--- config.mk ---
export PLATFORM = sky130hd
export DESIGN_NAME = pq_deq_drain
export DESIGN_NICKNAME = d
export VERILOG_FILES = /design/src/rtl/pq_deq_drain.sv
export SDC_FILE = /design/constraint.sdc
export NUM_CORES = 1
export LEC_CHECK = 0
export CORE_MARGIN = 4
export CORE_UTILIZATION = 52
export DETAILED_ROUTE_END_ITERATION = 12
export PLACE_DENSITY_LB_ADDON = 0.08
export SYNTH_ARGS = -nofsm -noshare
export SYNTH_HDL_FRONTEND = slang
export SYNTH_SLANG_ARGS = --single-unit
export TNS_END_PERCENT = 5
--- constraint.sdc ---
create_clock -name clk -period 3.65 [get_ports clk]
set_clock_uncertainty 0.2 [all_clocks]
set_input_delay 0.365 -clock clk [delete_from_list [all_inputs] [get_ports clk]]
set_output_delay 0.365 -clock clk [all_outputs]
set_load 0.02 [all_outputs]
--- src/rtl/pq_deq_drain.sv ---
// -----------------------------------------------------------------------------
// pq_pkg / pq_deq_drain
//
// pq_pkg holds the default key/value widths shared by the priority-queue
// blocks and the drain controller's state encoding.
//
// pq_deq_drain is the consumer side of the shared priority-queue interface.
// It issues pq_deq and moves each head entry pq_kvo into a 2-entry output
// FIFO that feeds a valid/ready stream. It drains in two modes: continuously
// while cont_en is high, or for a counted burst started from IDLE. It also
// watches key ordering: between enqueues, dequeued keys must not decrease.
//
// Ports:
//   clk, rst_n      clock, synchronous active-low reset
//   pq_kvo          PQ head entry {key,val}, valid while pq_empty==0
//   pq_empty        PQ empty flag
//   pq_enq          observed PQ enqueue strobe (ordering monitor only)
//   pq_deq          dequeue strobe to the PQ (combinational)
//   cont_en         continuous drain enable
//   burst_start     start a counted burst (pulse, honoured in IDLE only)
//   burst_len       entries to drain in the burst; 0 is a no-op
//   m_valid/m_ready/m_kv  output stream
//   busy            controller not in IDLE
//   done            one-cycle pulse after the last dequeue of a burst
//   order_err       sticky ordering violation
//   drained         entries dequeued since reset (wraps)
// -----------------------------------------------------------------------------
package pq_pkg;
    localparam int KEY_WIDTH = 8;
    localparam int VAL_WIDTH = 8;

    typedef enum logic [1:0] {
        ST_IDLE  = 2'd0,
        ST_CONT  = 2'd1,
        ST_BURST = 2'd2
    } drain_state_e;
endpackage

module pq_deq_drain #(
    parameter int KEY_WIDTH = pq_pkg::KEY_WIDTH,
    parameter int VAL_WIDTH = pq_pkg::VAL_WIDTH,
    parameter int CNT_WIDTH = 8
) (
    input  logic                           clk,
    input  logic                           rst_n,
    input  logic [KEY_WIDTH+VAL_WIDTH-1:0] pq_kvo,
    input  logic                           pq_empty,
    input  logic                           pq_enq,
    output logic                           pq_deq,
    input  logic                           cont_en,
    input  logic                           burst_start,
    input  logic [CNT_WIDTH-1:0]           burst_len,
    output logic                           m_valid,
    input  logic                           m_ready,
    output logic [KEY_WIDTH+VAL_WIDTH-1:0] m_kv,
    output logic                           busy,
    output logic                           done,
    output logic                           order_err,
    output logic [CNT_WIDTH-1:0]           drained
);

    localparam int KVW = KEY_WIDTH + VAL_WIDTH;

    pq_pkg::drain_state_e state_q, state_d;
    logic [CNT_WIDTH-1:0] remaining_q, remaining_d;
    logic [1:0]           occ_q, occ_d;
    logic [KVW-1:0]       head_q, head_d;
    logic [KVW-1:0]       tail_q, tail_d;
    logic [KEY_WIDTH-1:0] last_key_q, last_key_d;
    logic                 last_valid_q, last_valid_d;
    logic                 enq_seen_q, enq_seen_d;
    logic                 order_err_q, order_err_d;
    logic [CNT_WIDTH-1:0] drained_q, drained_d;
    logic                 done_q, done_d;

    logic                 pop;
    logic                 space;
    logic                 drain_active;
    logic [KEY_WIDTH-1:0] head_key;

    assign head_key = pq_kvo[KVW-1:VAL_WIDTH];
    assign pop      = m_valid && m_ready;
    // A full buffer still has room when its head leaves in this same cycle.
    assign space    = (occ_q < 2'd2) || pop;
    assign drain_active = (state_q == pq_pkg::ST_CONT) ||
                          ((state_q == pq_pkg::ST_BURST) && (remaining_q != '0));
    assign pq_deq   = drain_active && !pq_empty && space;

    assign m_valid   = (occ_q != 2'd0);
    assign m_kv      = head_q;
    assign busy      = (state_q != pq_pkg::ST_IDLE);
    assign done      = done_q;
    assign order_err = order_err_q;
    assign drained   = drained_q;

    always_comb begin
        // NOTE: every _d gets its hold value first so no path leaves it
        // unassigned; that is what keeps this block free of latches.
        state_d      = state_q;
        remaining_d  = remaining_q;
        occ_d        = occ_q;
        head_d       = head_q;
        tail_d       = tail_q;
        last_key_d   = last_key_q;
        last_valid_d = last_valid_q;
        enq_seen_d   = enq_seen_q;
        order_err_d  = order_err_q;
        drained_d    = drained_q;
        done_d       = 1'b0;

        // Output FIFO: head_q is the stream register, tail_q the overflow slot.
        unique case ({pq_deq, pop})
            2'b10: begin
                if (occ_q == 2'd0) head_d = pq_kvo;
                else               tail_d = pq_kvo;
                occ_d = occ_q + 2'd1;
            end
            2'b01: begin
                if (occ_q == 2'd2) head_d = tail_q;
                occ_d = occ_q - 2'd1;
            end
            2'b11: begin
                if (occ_q == 2'd1) begin
                    head_d = pq_kvo;
                end else begin
                    head_d = tail_q;
                    tail_d = pq_kvo;
                end
            end
            default: ;
        endcase

        unique case (state_q)
            pq_pkg::ST_IDLE: begin
                if (burst_start && (burst_len != '0)) begin
                    state_d     = pq_pkg::ST_BURST;
                    remaining_d = burst_len;
                end else if (cont_en) begin
                    state_d = pq_pkg::ST_CONT;
                end
            end
            pq_pkg::ST_CONT: begin
                if (!cont_en) state_d = pq_pkg::ST_IDLE;
            end
            pq_pkg::ST_BURST: begin
                if (pq_deq) begin
                    remaining_d = remaining_q - CNT_WIDTH'(1);
                    if (remaining_q == CNT_WIDTH'(1)) begin
                        state_d = pq_pkg::ST_IDLE;
                        done_d  = 1'b1;
                    end
                end
            end
            default: state_d = pq_pkg::ST_IDLE;
        endcase

        // Ordering monitor: a pending enqueue may legally insert a smaller key,
        // so the comparison is skipped for the first dequeue after one.
        if (pq_deq) begin
            if (last_valid_q && !enq_seen_q && (head_key < last_key_q))
                order_err_d = 1'b1;
            last_key_d   = head_key;
            last_valid_d = 1'b1;
            drained_d    = drained_q + CNT_WIDTH'(1);
        end
        if (pq_enq)      enq_seen_d = 1'b1;
        else if (pq_deq) enq_seen_d = 1'b0;
    end

    // NOTE: the two buffer slots are cleared on reset like any other state so
    // m_kv reads zero after reset and a mid-burst reset leaves nothing behind.
    always_ff @(posedge clk) begin
        // NOTE: non-blocking assignments only, so every flop samples the
        // pre-edge value of its _d regardless of statement order.
        if (!rst_n) begin
            state_q      <= pq_pkg::ST_IDLE;
            remaining_q  <= '0;
            occ_q        <= 2'd0;
            head_q       <= '0;
            tail_q       <= '0;
            last_key_q   <= '0;
            last_valid_q <= 1'b0;
            enq_seen_q   <= 1'b0;
            order_err_q  <= 1'b0;
            drained_q    <= '0;
            done_q       <= 1'b0;
        end else begin
            state_q      <= state_d;
            remaining_q  <= remaining_d;
            occ_q        <= occ_d;
            head_q       <= head_d;
            tail_q       <= tail_d;
            last_key_q   <= last_key_d;
            last_valid_q <= last_valid_d;
            enq_seen_q   <= enq_seen_d;
            order_err_q  <= order_err_d;
            drained_q    <= drained_d;
            done_q       <= done_d;
        end
    end

endmodule

==> flow_summary.ini, run 1 <==
[synthesis]
synth-xor-area-share = 0.00841
yosys.area_share.adder = 0.0721
syn_area_per_cell_um2 = 8.82
synth_top_family_by_area = compound AO/OA/AOI/OAI gates
synth_seq_area_share = 0.410
synth_compound_gate_area_share = 0.211
ys.flop_type = dfxtp_1
ys_seq_elements = 64
synthCells = 354
synth_fp_nets = 403
muxShareOfSynthArea = 0.0581
ys_types = 54
syn-cell-area_um2 = 3120
yosysWarnings = 0
synth-edff-count = 0
yosys.area_share.simple = 0.185
async_flop_share = 0

[clocking]
postCtsSetupBuffers = 0
cts_root_buffer = clkbuf_8
numClockSinks = 64
cts_made_buffers = 9
post_cts_resized = 0
clk_latency_ps = 340
clockBufferDepth = 2
cts_htree_levels = 3
cts_tree = built
clk_pin_slew_worst_paths_ps = 70
cts_hold_buf = 0

[timing]
fmax_ghz = 0.320
rsz0062_at_grt = no
worst_slack_ps = 529
worstMarginPinSlew_ps = 618
fin_crit_sh = 0.855
hold_viol_final = 0
finalCriticalPeriod_ps = 3120
finalSetupViolations = 0
fin_tns_setup_ps = 0
drv_slew = 0
slew_headroom = 0.588

[min_path]
worst_hold_path.num_cells = 2
holdCritPathClass = flip-flop to flip-flop

[routing]
antenna_left = 0
wl_um = 6720
dr.pass1.iters = 4
viasPerCell = 5.40
drtIter0Drc = 100
num_vias = 2631
wl_per_cell_um = 13.8
drcViolationCount = 0

[power_and_ir_drop]
power_mw = 2.53
power.density_nw_per_um2 = 637
p_leak_nw = 1.57
ir_worst_vdd_mv = 0.523

[outcome]
status = finished, final reports clean

[final_layout]
seqCellArea_um2 = 1280
nets = 459
multi_input_area_um2 = 1680
area.growth.synth_to_final_pct = 27.3
layout-drive-gt1-share = 0.0867
n_antenna_cell = 0
fill_cells = 468

[global_routing]
grt_overflow = 0
grt_max_degree = 61
track_usage = 0.191
antenna_found_initial = 0
grt_pass1_wl_um = 11400
grt_pass1_vias = 2478

[placed_design]
dp_worst_setup_slack_ps = 749
place.gp.congestion = 0.797
portBuffers = 59
dp.final_hpwl_um = 4680

[critical_path]
endpoint_kind = output port
critPathRequiredTime_ps = 3080
r2r_cells = 11
arrival_ps = 2560
path_max_fanout = 15
crit_type = flip-flop to output port
crit_path_start_kind = flip-flop

[die]
core_area_um2 = 5680
dieHeight_um = 85.5
num_io_pins = 60
start_util = 0.550
num_rows = 27
die_x_um = 85.5
die_area_um2 = 7310

[run]
drv_cap = 0
-- worst paths after layout --
| check | startpoint | endpoint | slack, ps |
|---|---|---|---|
| setup reg to reg | remaining_q[0] | m_kv[10] | 780 |
| hold reg to reg | last_key_q[1] | last_key_q[1] | 260 |
| hold / removal | last_key_q[1] | last_key_q[1] | 260 |
| setup / recovery | occ_q[1] | pq_deq | 530 |
-- worst max-delay path, cell delays in order, from the launching register on --
cell	delay [ps]
dfxtp_1	430
inv_1	90
ha_1	220
nand2b_4	180
a21oi_4	230
o21ai_2	140
inv_2	90
buf_4	210
clkdlybuf4s50_1	630
-- cells in the final DEF, fill, tap and decap left out, types with 6 or more instances in the layout --
cell             netlist  routed
dfxtp_1               64      64
buf_4                  2       6
a21oi_1               25      25
nand3_1               10      10
nor2_1                49      49
a211oi_1              19      19
inv_1                 17      17
o21ai_0                6       6
clkbuf_8               0       9
mux2i_1               17      17
a22oi_1               17      17
ha_1                  18      18
clkdlybuf4s50_1        0      59
nand2_1               33      33
-- kinds of logic (layout without fill, tap and decap cells) --
| logic type | Yosys count | after routing |
|---|---|---|
| AND/OR/NAND/NOR | 120 | 120 |
| multiplexers | 18 | 18 |
| AO/OA/AOI/OAI | 92 | 92 |
| flip-flops | 64 | 64 |
| adder cells (fa/ha/maj) | 18 | 18 |
| XOR/XNOR | 3 | 3 |
| buffers and inverters | 39 | 100 |
-- final cells by class --
cell class | count | share of cell area
clock buffers | 9 | 0.0312
clock inverters | 7 | 0.0239
inverters | 19 | 0.0179
multi-input cells | 251 | 0.422
flip-flops and latches | 64 | 0.322
well taps | 72 | 0.0227
repair buffers | 65 | 0.160
-- layer usage --
layer,GRT usage,routed length [µm],vias to the layer above
li1,-,-,1370
met1,0.240,3030,1203
met2,0.311,3300,52
met3,0.0644,320,6
met4,0.0561,63,0
met5,0,0,-
-- metrics by stage --
step / instance area, µm² / hold WS [ps] / cells / util
6_report: 3980 / 261 / 487 / 0.701
5_1_grt: 3980 / 286 / 487 / 0.701
4_1_cts: 3980 / 259 / 487 / 0.701
3_5_place_dp: 3760 / 249 / 471 / 0.662
3_3_place_gp: 3760 / 243 / 471 / 0.662
2_1_floorplan: 3120 / 236 / 354 / -
-- cells in the mapped netlist, drive strengths merged (2+ instances only) --
master / number / area [µm²]
a31oi: 2 / 27.5
or3: 4 / 25.0
nand2b: 6 / 45.0
dfxtp: 64 / 1280
inv: 18 / 67.6
mux2i: 17 / 170
or4: 2 / 15.0
o21ai: 9 / 48.8
a211oi: 20 / 155
nor2: 49 / 184
o31ai: 4 / 30.0
a21oi: 27 / 150
nor4: 4 / 46.3
nor2b: 2 / 12.5
buf: 9 / 61.3
nand3: 10 / 50.1
clkbuf: 11 / 41.3
o211ai: 3 / 27.5
a22oi: 17 / 128
xnor2: 2 / 17.5
a21o: 2 / 15.0
nor3: 4 / 20.0
ha: 18 / 225
nor3b: 3 / 33.8
nand2: 33 / 124
-- power by group --
part | internal [mW] | total (mW) | leakage, nW | switching [mW]
clock network | 0.385 | 0.667 | 0.110 | 0.282
logic | 0.431 | 0.950 | 0.938 | 0.518
registers | 0.828 | 0.914 | 0.522 | 0.0867
-- sequential cells by signal, indices dropped and copies added, names as in the netlist --
signal        flops
remaining_q       8
last_valid_q      1
order_err         1
enq_seen_q        1
state_q           2
last_key_q        8
m_kv             16
done              1
occ_q             2
drained           8
tail_q           16
No activity file was read; power rests on OpenSTA's default activity.
==> inputs of run 2 (changes only) <==
--- a/config.mk
+++ b/config.mk
@@ -9,6 +9,7 @@
 export CORE_UTILIZATION = 52
 export DETAILED_ROUTE_END_ITERATION = 12
 export PLACE_DENSITY_LB_ADDON = 0.08
+export RECOVER_POWER = 25
 export SYNTH_ARGS = -nofsm -noshare
 export SYNTH_HDL_FRONTEND = slang
 export SYNTH_SLANG_ARGS = --single-unit
==> flow_summary.ini, run 2 (synthesis gave the netlist of run 1 again) <==
[outcome]
status = finished, final reports clean

[die]
die_area_um2 = 7310
dieHeight_um = 85.5
start_util = 0.550
core_area_um2 = 5680
num_rows = 27
die_x_um = 85.5
num_io_pins = 60

[timing]
fin_crit_sh = 0.856
worst_slack_ps = 527
hold_viol_final = 0
holdWs_ps = 260
worstMarginPinSlew_ps = 625
fin_tns_setup_ps = 0
drv_slew = 0
slew_headroom = 0.583
rsz0062_at_grt = no
fmax_ghz = 0.320
finalSetupViolations = 0
finalCriticalPeriod_ps = 3120

[clocking]
cts_htree_levels = 3
postCtsSetupBuffers = 0
post_cts_resized = 0
clk_pin_slew_worst_paths_ps = 70
cts_root_buffer = clkbuf_8
cts_made_buffers = 9
clockBufferDepth = 2
cts_hold_buf = 0
cts_tree = built
clk_latency_ps = 340
numClockSinks = 64

[global_routing]
track_usage = 0.191
grt_pass1_wl_um = 11400
grt_max_degree = 61
grt_pass1_vias = 2478
grt_overflow = 0
antenna_found_initial = 0

[power_and_ir_drop]
p_sw_frac = 0.353
ir_worst_vdd_mv = 0.515
comb_power_share = 0.369
power.density_nw_per_um2 = 629
p_int_mw = 1.62
p_clk_frac = 0.267
p_leak_nw = 1.63
p_sw_uw = 884
seq_power_share = 0.364

[routing]
viasPerCell = 5.37
wl_um = 6710
antenna_left = 0
drcViolationCount = 0
num_vias = 2615
dr.pass1.iters = 4
wl_per_cell_um = 13.8
drtIter0Drc = 100

[critical_path]
endpoint_kind = output port
crit_type = flip-flop to output port
cpPeakStageDelay_ps = 630
path_max_fanout = 15
r2r_start = remaining_q[0]
critPathRequiredTime_ps = 3080
crit_path_start_kind = flip-flop
cp_cell_sequence = inv_1, ha_1, nand2b_4, a21oi_4, o21ai_2, inv_2, buf_4, clkdlybuf4s50_1
arrival_ps = 2560
critPathLaunch = occ_q[1]
crit_slowest_cell = clkdlybuf4s50_1

[run]
drv_cap = 0

[final_layout]
finalInstanceArea_um2 = 3980
layout-drive-gt1-share = 0.0867
area.growth.synth_to_final_pct = 27.3
layout_commonest_cell = dfxtp_1
n_antenna_cell = 0
post-route-util = 0.701
nets = 459
final_cell_mix = dfxtp_1, nor2_1, clkdlybuf4s50_1

[min_path]
min_from = last_key_q[1]
holdCritPathClass = flip-flop to flip-flop

[placed_design]
portBuffers = 59
dp.final_hpwl_um = 4680
place.gp.congestion = 0.797
place_area_um2 = 3760
dp_worst_setup_slack_ps = 749
## run 2: worst paths after layout
check / to / slack [ps] / depth (start not counted)
worst max-delay path: pq_deq / 530 / 8
worst max register to register: m_kv[0] / 770 / 11
worst min register to register: last_key_q[1] / 260 / 2
worst min-delay path: last_key_q[1] / 260 / 2
## run 2: worst max-delay path, delay by kind of cell, from the launching register on
| family | cells | cell delay [ps] |
|---|---|---|
| adders and majority gates | 1 | 220 |
| AOI/OAI and AO/OA | 2 | 370 |
| DFF | 1 | 430 |
| buffers and inverters | 4 | 1020 |
| and+or+nand+nor | 1 | 180 |
## run 2: area by class of cell
class | count | area (µm²)
well taps | 72 | 90.1
clock buffers | 9 | 124
clock inverters | 7 | 95.1
inverters | 19 | 71.3
repair buffers | 65 | 636
flip-flops and latches | 64 | 1280
fillers | 468 | 1700
multi-input cells | 251 | 1680
## run 2: per-layer routing
metal,wire (µm),track usage,vias to the layer above,share of wire
li1,-,-,1370,-
met1,3090,0.240,1203,0.46
met5,0,0,-,0
met4,47,0.0561,0,0.0070
met2,3290,0.311,38,0.49
met3,278,0.0644,4,0.041
## run 2: power groups by stage
stage	Sequential, mW	Combinational (mW)	Clock, mW
2_1_floorplan	1.01	0.536	0
3_3_place_gp	0.927	0.939	0
3_5_place_dp	0.932	0.957	0
4_1_cts	0.916	0.960	0.681
5_1_grt	0.930	1.03	0.712
6_report	0.911	0.923	0.667
## run 2: through the flow
stage | std cells | total power, mW
after floorplan | 354 | 1.55
after global placement | 471 | 1.87
after detailed placement | 471 | 1.89
after CTS | 487 | 2.56
after global routing | 487 | 2.67
final | 487 | 2.50
